--- config.mk ---
export PLATFORM = sky130hd
export DESIGN_NAME = param_updown_counter
export DESIGN_NICKNAME = d
export VERILOG_FILES = /design/src/rtl/counter_pkg.sv /design/src/rtl/tick_prescaler.sv /design/src/rtl/param_updown_counter.sv
export SDC_FILE = /design/constraint.sdc
export NUM_CORES = 1
export LEC_CHECK = 0
export ABC_AREA = 1
export CAP_MARGIN = 0
export CORE_ASPECT_RATIO = 0.7
export CORE_UTILIZATION = 25
export CTS_BUF_LIST = sky130_fd_sc_hd__clkbuf_16
export DETAILED_ROUTE_END_ITERATION = 7
export GPL_TIMING_DRIVEN = 0
export SLEW_MARGIN = 40
export SYNTH_ARGS = -nofsm -noshare
export SYNTH_HDL_FRONTEND = slang
export SYNTH_SLANG_ARGS = --single-unit
--- constraint.sdc ---
create_clock -name clk -period 2.8 [get_ports clk]
set_clock_uncertainty 0.1 [all_clocks]
set_input_delay 0.42 -clock clk [delete_from_list [all_inputs] [get_ports clk]]
set_output_delay 0.42 -clock clk [all_outputs]
set_load 0.005 [all_outputs]
--- src/rtl/counter_pkg.sv ---
// Shared types and helpers for the parameterised up/down counter.
// COUNTER_SATURATE_EN (see param_updown_counter) selects saturating limits.
package counter_pkg;

  typedef enum logic [1:0] {
    MODE_HOLD = 2'b00,
    MODE_UP   = 2'b01,
    MODE_DOWN = 2'b10,
    MODE_LOAD = 2'b11
  } count_mode_e;

  localparam int MIN_PRESC_W = 1;

  // Prescaler counter width; a single bit is kept even when PRESCALE is 1 or 2.
  function automatic int presc_width(input int prescale);
    return ($clog2(prescale) < MIN_PRESC_W) ? MIN_PRESC_W : $clog2(prescale);
  endfunction

endpackage

--- src/rtl/tick_prescaler.sv ---
// Clock-enable prescaler: step strobes once every PRESCALE enabled cycles,
// tick is that strobe delayed by one register.
module tick_prescaler
  import counter_pkg::*;
#(
  parameter int PRESCALE = 1
) (
  input  logic clk,
  input  logic reset,
  input  logic en,
  input  logic clear,
  output logic step,
  output logic tick
);

  localparam int            PW   = presc_width(PRESCALE);
  localparam logic [PW-1:0] LAST = PW'(PRESCALE - 1);

  logic [PW-1:0] cnt;

  assign step = en && (cnt == LAST);

  // Frozen entirely while en is low; clear only matters on enabled cycles.
  always_ff @(posedge clk or posedge reset) begin
    if (reset) begin
      cnt  <= '0;
      tick <= 1'b0;
    end else begin
      tick <= step;
      if (en) begin
        if (clear || step) cnt <= '0;
        else               cnt <= cnt + 1'b1;
      end
    end
  end

endmodule

--- src/rtl/param_updown_counter.sv ---
// Parameterised up/down/hold/load counter with prescaled step and a registered
// terminal-count pulse. Define COUNTER_SATURATE_EN to pin at the limits instead of wrapping.
module param_updown_counter
  import counter_pkg::*;
#(
  parameter int WIDTH     = 4,
  parameter int MAX_COUNT = 15,
  parameter int PRESCALE  = 1
) (
  input  logic             clk,
  input  logic             reset,
  input  logic             en,
  input  logic [1:0]       mode,
  input  logic [WIDTH-1:0] load_val,
  output logic [WIDTH-1:0] count,
  output logic             tc,
  output logic             tick
);

  if (WIDTH < 2 || WIDTH > 16) begin : g_bad_width
    $error("param_updown_counter: WIDTH must be 2..16");
  end
  if (MAX_COUNT < 1 || MAX_COUNT >= (1 << WIDTH)) begin : g_bad_max
    $error("param_updown_counter: MAX_COUNT must be 1..2**WIDTH-1");
  end
  if (PRESCALE < 1 || PRESCALE > 256) begin : g_bad_prescale
    $error("param_updown_counter: PRESCALE must be 1..256");
  end

  localparam logic [WIDTH-1:0] MAX_V = WIDTH'(MAX_COUNT);

  count_mode_e      mode_e;
  logic             load;
  logic             step;
  logic [WIDTH-1:0] count_n;
  logic             tc_n;

  assign mode_e = count_mode_e'(mode);
  assign load   = en && (mode_e == MODE_LOAD);

  tick_prescaler #(.PRESCALE(PRESCALE)) u_presc (
    .clk   (clk),
    .reset (reset),
    .en    (en),
    .clear (load),
    .step  (step),
    .tick  (tick)
  );

  // step already implies en, so a disabled cycle falls through to hold with tc low.
  always_comb begin
    count_n = count;
    tc_n    = 1'b0;
    if (load) begin
      count_n = (load_val > MAX_V) ? MAX_V : load_val;
    end else if (step) begin
      case (mode_e)
`ifdef COUNTER_SATURATE_EN
        MODE_UP: if (count != MAX_V) begin
          count_n = count + 1'b1;
          tc_n    = (count == MAX_V - 1'b1);
        end
        MODE_DOWN: if (count != '0) begin
          count_n = count - 1'b1;
          tc_n    = (count == WIDTH'(1));
        end
`else
        MODE_UP: begin
          count_n = (count == MAX_V) ? '0 : count + 1'b1;
          tc_n    = (count == MAX_V);
        end
        MODE_DOWN: begin
          count_n = (count == '0) ? MAX_V : count - 1'b1;
          tc_n    = (count == '0);
        end
`endif
        default: ;
      endcase
    end
  end

  always_ff @(posedge clk or posedge reset) begin
    if (reset) begin
      count <= '0;
      tc    <= 1'b0;
    end else begin
      count <= count_n;
      tc    <= tc_n;
    end
  end

endmodule

## Word-level counts from Yosys, hierarchy flattened

Cells that the tools add are included.

- Register bits: 7
- Bits in latches: 0
- RAM bits: 0
- Memory bits (read-only): 0
- Input port bits: 9
- Output and inout port bits: 6
- Logic and storage cells: 30
- Memories kept: 0

- Add/subtract/negate cells: 3
- Multiply operators: 0
- Divide/modulo/power cells: 0
- $lt $le $gt $ge: 1
- Equality and inequality tests: 4
- Shifts and indexed selects: 0
- Muxes and demuxes: 10
- Bitwise logic cells: 1
- Reduce and logical (&&, ||, !) cells: 7

Operator list:

| kind | count |
|---|---|
| 4-bit 2-to-1 mux | 5 |
| 4-bit one-hot mux with 2 select lines | 1 |
| 4-bit by 1-bit adder with 4-bit output, second input constant | 1 |
| 2-bit equality test, second input constant | 2 |
| 4-bit equality test, second input constant | 1 |
| 4-bit > comparator, second input constant | 1 |
| 4-bit zero test | 1 |
| 4-bit by 1-bit subtractor with 4-bit output, second input constant | 1 |
| 1-bit 2-to-1 mux | 3 |
| 3-bit nonzero test | 1 |
| 2-bit by 1-bit equality test with 1-bit output, second input constant | 1 |
| 1-bit logical AND | 2 |
| 1-bit one-hot mux with 2 select lines | 1 |
| 2-bit AND reduction | 1 |
| 2-bit nonzero test | 1 |
| 1-bit adder, second input constant | 1 |
| 1-bit logical OR | 1 |
| 1-bit NOT | 1 |

## Longest topological paths before layout

- Depth after elaboration: 5
- Gate-level depth with buffers: 9
- Gate-level depth less buffers: 9

## By module

From an unflattened synthesis, not the netlist that was laid out.

- Cells, all modules: 76
- Area, all modules: 538.0 um^2

Modules (own cells, without submodules):

| module | instances | cells each | area an instance (um^2) | sequential area each (um^2) |
|---|---|---|---|---|
| param_updown_counter | 1 | 69 | 469.2 | 125.1 |
| tick_prescaler | 1 | 7 | 68.8 | 50.0 |

## Worst setup path after synthesis

No wires, ideal clock.

- Kind: in2reg
- From: input mode[0]
- To: register count[0]
- Library setup time: 0.116 ns
- Data arrival time: 1.225 ns
- Required time: 2.584 ns
- Setup slack: 1.359 ns
- Stages on the path: 8
- Buffers on the path: 0
- Cell sequence: inv_1 ha_1 inv_2 nand2_2 o22ai_4 nor2_1 nand2_1 nand2_1

- Longest elaborated chain between the ends: 4
- Elaborated cells on any way between the ends: 10
- Those cells by class: eq/ne (3); mux (3); reduce/logical (4)

Ends and longest elaborated chain:

| item | line | RTL |
|---|---|---|
| start: declaration | param_updown_counter.sv:13 | `input logic [1:0] mode,` |
| 2-bit equality test (tied with other cells) | param_updown_counter.sv:57 | `case (mode_e)` |
| 4-bit one-hot mux with 2 select lines / 1-bit logical AND (equally long branches) | param_updown_counter.sv:57, param_updown_counter.sv:39 |  |
| 4-bit 2-to-1 mux (tied with other cells) | param_updown_counter.sv:56 | `end else if (step) begin` |
| 4-bit 2-to-1 mux / 2-bit AND reduction (equally long branches) | - |  |
| end signal: assignment | param_updown_counter.sv:87 | `count <= count_n;` |
| end: declaration | param_updown_counter.sv:15 | `output logic [WIDTH-1:0] count,` |

Parallel ways exist; a longest one is shown, timed or not. The select of a mux whose other input is x is not followed.
A chain may end at the register's enable or synchronous reset.

## Worst setup path after layout

- From: input mode[0]
- To: register count[3]

The elaborated chain is that of the path after synthesis.

==> results.txt <==
----------------------------------------------------
[Outcome]
  Result of the run ... complete, but fails checks
  Violations in the final reports ... DRC

[Detailed routing]
  Pre-antenna DRT Iters ... 6
  Avg Vias per Cell ... 4.61
  DR vias ... 530
  Post-route ant nets ... 0
  DRC violation count after routing ... 1
  Final routed wire length divided by cell count ... 10.9 um
  Routed wire length ... 1250 um
  DRC marker count from the first detailed-route iteration ... 13

[Clocking]
  Maximum root-to-sink buffer count ... 2
  Clock tree from TritonCTS ... built
  Clock buffer count from CTS ... 3
  Post-cts sizing count ... 0
  Setup bufs post-CTS ... 0
  Clock transition time at the flip-flop clock pins of the worst setup and hold paths ... 0.04 ns
  H-Tree Depth ... 1
  Worst skew pair latency ... 0.23 ns
  Number of hold buffers added after CTS ... 0
  CTS root buf ... sky130_fd_sc_hd__clkbuf_16
  Number of clock sinks ... 7

[STA]
  Number of max-slew violations in the final report ... 0
  Final Cycle Share ... 68.1%
  Setup repair after global routing missed its margin ... false
  Maximum achievable frequency ... 525 MHz
  Setup violations, final ... 0
  Final sum of negative setup slack ... 0 ns
  Slew HR ... 79.1%
  Final hold violation count ... 0
  Post-route minimum period ... 1.91 ns
  Slew @ Worst Pin ... 0.313 ns

[Die]
  Core Rows ... 13
  Die Span X ... 57.7 um
  I/O pin count ... 15
  Die H ... 41.0 um
  Starting utilization of the core area ... 27.8%
  Die outline area ... 2370 sq um
  Core region area ... 1950 sq um

[Hold path]
  Class of the most critical hold timing path ... input pin to asynchronous set/reset pin

[Yosys]
  Async set-reset flop share out of synthesis ... 100%
  Synthesized Nets ... 89
  Number of flip-flops and latches in the synthesized netlist ... 7
  Post-Syn Area ... 543 sq um
  Leading cell types by total area after synthesis ... sky130_fd_sc_hd__dfrtp_1, sky130_fd_sc_hd__nand2_1, sky130_fd_sc_hd__ha_1, sky130_fd_sc_hd__nor2_1, sky130_fd_sc_hd__nand3_1
  Share of the synthesized area in the top cell type ... 32.3%
  Cell count after synthesis ... 75
  Fraction of the yosys area taken by sequential cells ... 32.3%
  Yosys top cell by area ... sky130_fd_sc_hd__dfrtp_1
  Unique cell type count in the Yosys netlist ... 18
  Primary flip-flop cell chosen by synthesis mapping ... sky130_fd_sc_hd__dfrtp_1
  Most used standard cell by instance count after synthesis ... sky130_fd_sc_hd__nand2_1
  Synth Area per Inst ... 7.24 sq um
  Number of enable flip-flop cells after synthesis ... 0
  Number of warnings printed during yosys synthesis ... 0
  Most used standard cells in the synthesized netlist ... sky130_fd_sc_hd__nand2_1, sky130_fd_sc_hd__nor2_1, sky130_fd_sc_hd__inv_1

[Layout]
  Share of cells above drive strength 1 ... 14.0%
  Number of filler instances in the final layout ... 202
  Area occupied by multi-input gates ... 323 sq um
  Layout Area Growth over Synthesis ... 45.4%
  Number of antenna cells inserted ... 0
  Nets@finish ... 108
  Register Area ... 175 sq um

[Place]
  Number of input and output port buffers inserted ... 14
  Weighted congestion reported at the end of routability-driven placement ... 0.840
  Placed wire-length estimate after detailed placement ... 910 um

[Setup path]
  Critical Setup Path Class ... input pin to flip-flop
  Data required time at the worst endpoint ... 2.82 ns
  Critical path data arrival time ... 1.92 ns
  Setup crit start kind ... input pin
  Kind of capture point of the worst setup path ... flip-flop
  Crit-path max FO ... 8

[Power]
  Final Total Pwr ... 0.673 mW
  Worst-case vdd ir drop ... 0.282 mV
  Power Dens Cells ... 852 nW/um^2
  Leakage Power ... 0.397 nW

[GRT]
  Via count of the first global-routing pass ... 429
  Pin count of the biggest net entering global routing ... 9
  Remaining global-route overflow ... 0
  Antenna violations before repair ... 0
  First-pass GRT wire length ... 1970 um
  Total Routing Usage GR ... 12.6%

[Run]
  Count of max-cap constraint violations ... 0

----------------------------------------------------
## per-stage QoR
stage / utilization, % / std cells / cell area, sq um / hold WS, ns / setup WS [ns]
floorplan: - / 75 / 543 / 0.123 / 1.36
global placement: 36.4 / 111 / 711 / 0.381 / 0.695
detailed placement: 36.4 / 111 / 711 / 0.379 / 0.671
CTS: 40.4 / 115 / 790 / 0.335 / 0.900
global route: 40.4 / 115 / 790 / 0.393 / 0.824
finish: 40.4 / 115 / 790 / 0.324 / 0.894
## final cells by class
type	count	area share, %
clock buffers	3	9.51
multi-input cells	56	40.9
flip-flops and latches	7	22.2
well taps	22	3.49
inverters	12	5.71
repair buffers	14	17.7
clock inverters	1	0.475
## layout by cell type (no fill, tap or decap), types with 2 or more instances in the layout
cell type	count
sky130_fd_sc_hd__a21oi_1	3
sky130_fd_sc_hd__clkbuf_16	3
sky130_fd_sc_hd__clkdlybuf4s50_1	14
sky130_fd_sc_hd__dfrtp_1	7
sky130_fd_sc_hd__ha_1	5
sky130_fd_sc_hd__inv_1	9
sky130_fd_sc_hd__inv_2	4
sky130_fd_sc_hd__nand2_1	20
sky130_fd_sc_hd__nand3_1	6
sky130_fd_sc_hd__nand4_1	3
sky130_fd_sc_hd__nor2_1	9
sky130_fd_sc_hd__o21ai_0	2
## metal layers
metal / GRT usage [%] / part of all wire [%]
met1: 15.5 / 48
met2: 17.7 / 37
met3: 4.42 / 11
met4: 11.3 / 3.5
met5: 0 / 0
## report_power, final
part           leakage [nW]  internal [mW]  switching (mW)
sequential           0.0878          0.128          0.0566
clock                0.0423          0.186          0.0538
combinational         0.267          0.127           0.121
## kinds of logic (layout without fill, tap and decap cells)
| family | after synthesis | count (layout) | synth area share (%) |
|---|---|---|---|
| buffers and inverters | 12 | 30 | 8.29 |
| DFF | 7 | 7 | 32.3 |
| adders and majority gates | 5 | 5 | 11.5 |
| xor gates and xnor gates | 1 | 1 | 1.61 |
| AOI/OAI and AO/OA | 8 | 8 | 10.8 |
| and+or+nand+nor | 42 | 42 | 35.5 |
## sequential cells by signal, summed over array words and instances (netlist names)
signal / flops
tc: 1
u_presc.tick: 1
u_presc.cnt: 1
count: 4
## final timing paths
| check | from | to | slack (ns) | cells past startpoint |
|---|---|---|---|---|
| setup reg to reg | count[0] | count[1] | 1.29 | 6 |
| setup / recovery | mode[0] | count[3] | 0.89 | 9 |
| hold / removal | reset | tc | 0.32 | 2 |
| hold reg to reg | u_presc.cnt | u_presc.tick | 0.40 | 1 |
| min in group clk | u_presc.cnt | u_presc.tick | 0.40 | 1 |
| max in group asynchronous | reset | u_presc.cnt | 2.06 | 2 |
## worst max-delay path, cell delays in order
cell                              delay (ns)
sky130_fd_sc_hd__clkdlybuf4s50_1        0.51
sky130_fd_sc_hd__inv_1                  0.05
sky130_fd_sc_hd__ha_1                   0.28
sky130_fd_sc_hd__inv_2                  0.11
sky130_fd_sc_hd__nand2_2                0.07
sky130_fd_sc_hd__o22ai_4                0.28
sky130_fd_sc_hd__nor2_1                 0.07
sky130_fd_sc_hd__nand2_1                0.07
sky130_fd_sc_hd__nand2_1                0.05
(Power assumes the default switching activity.)
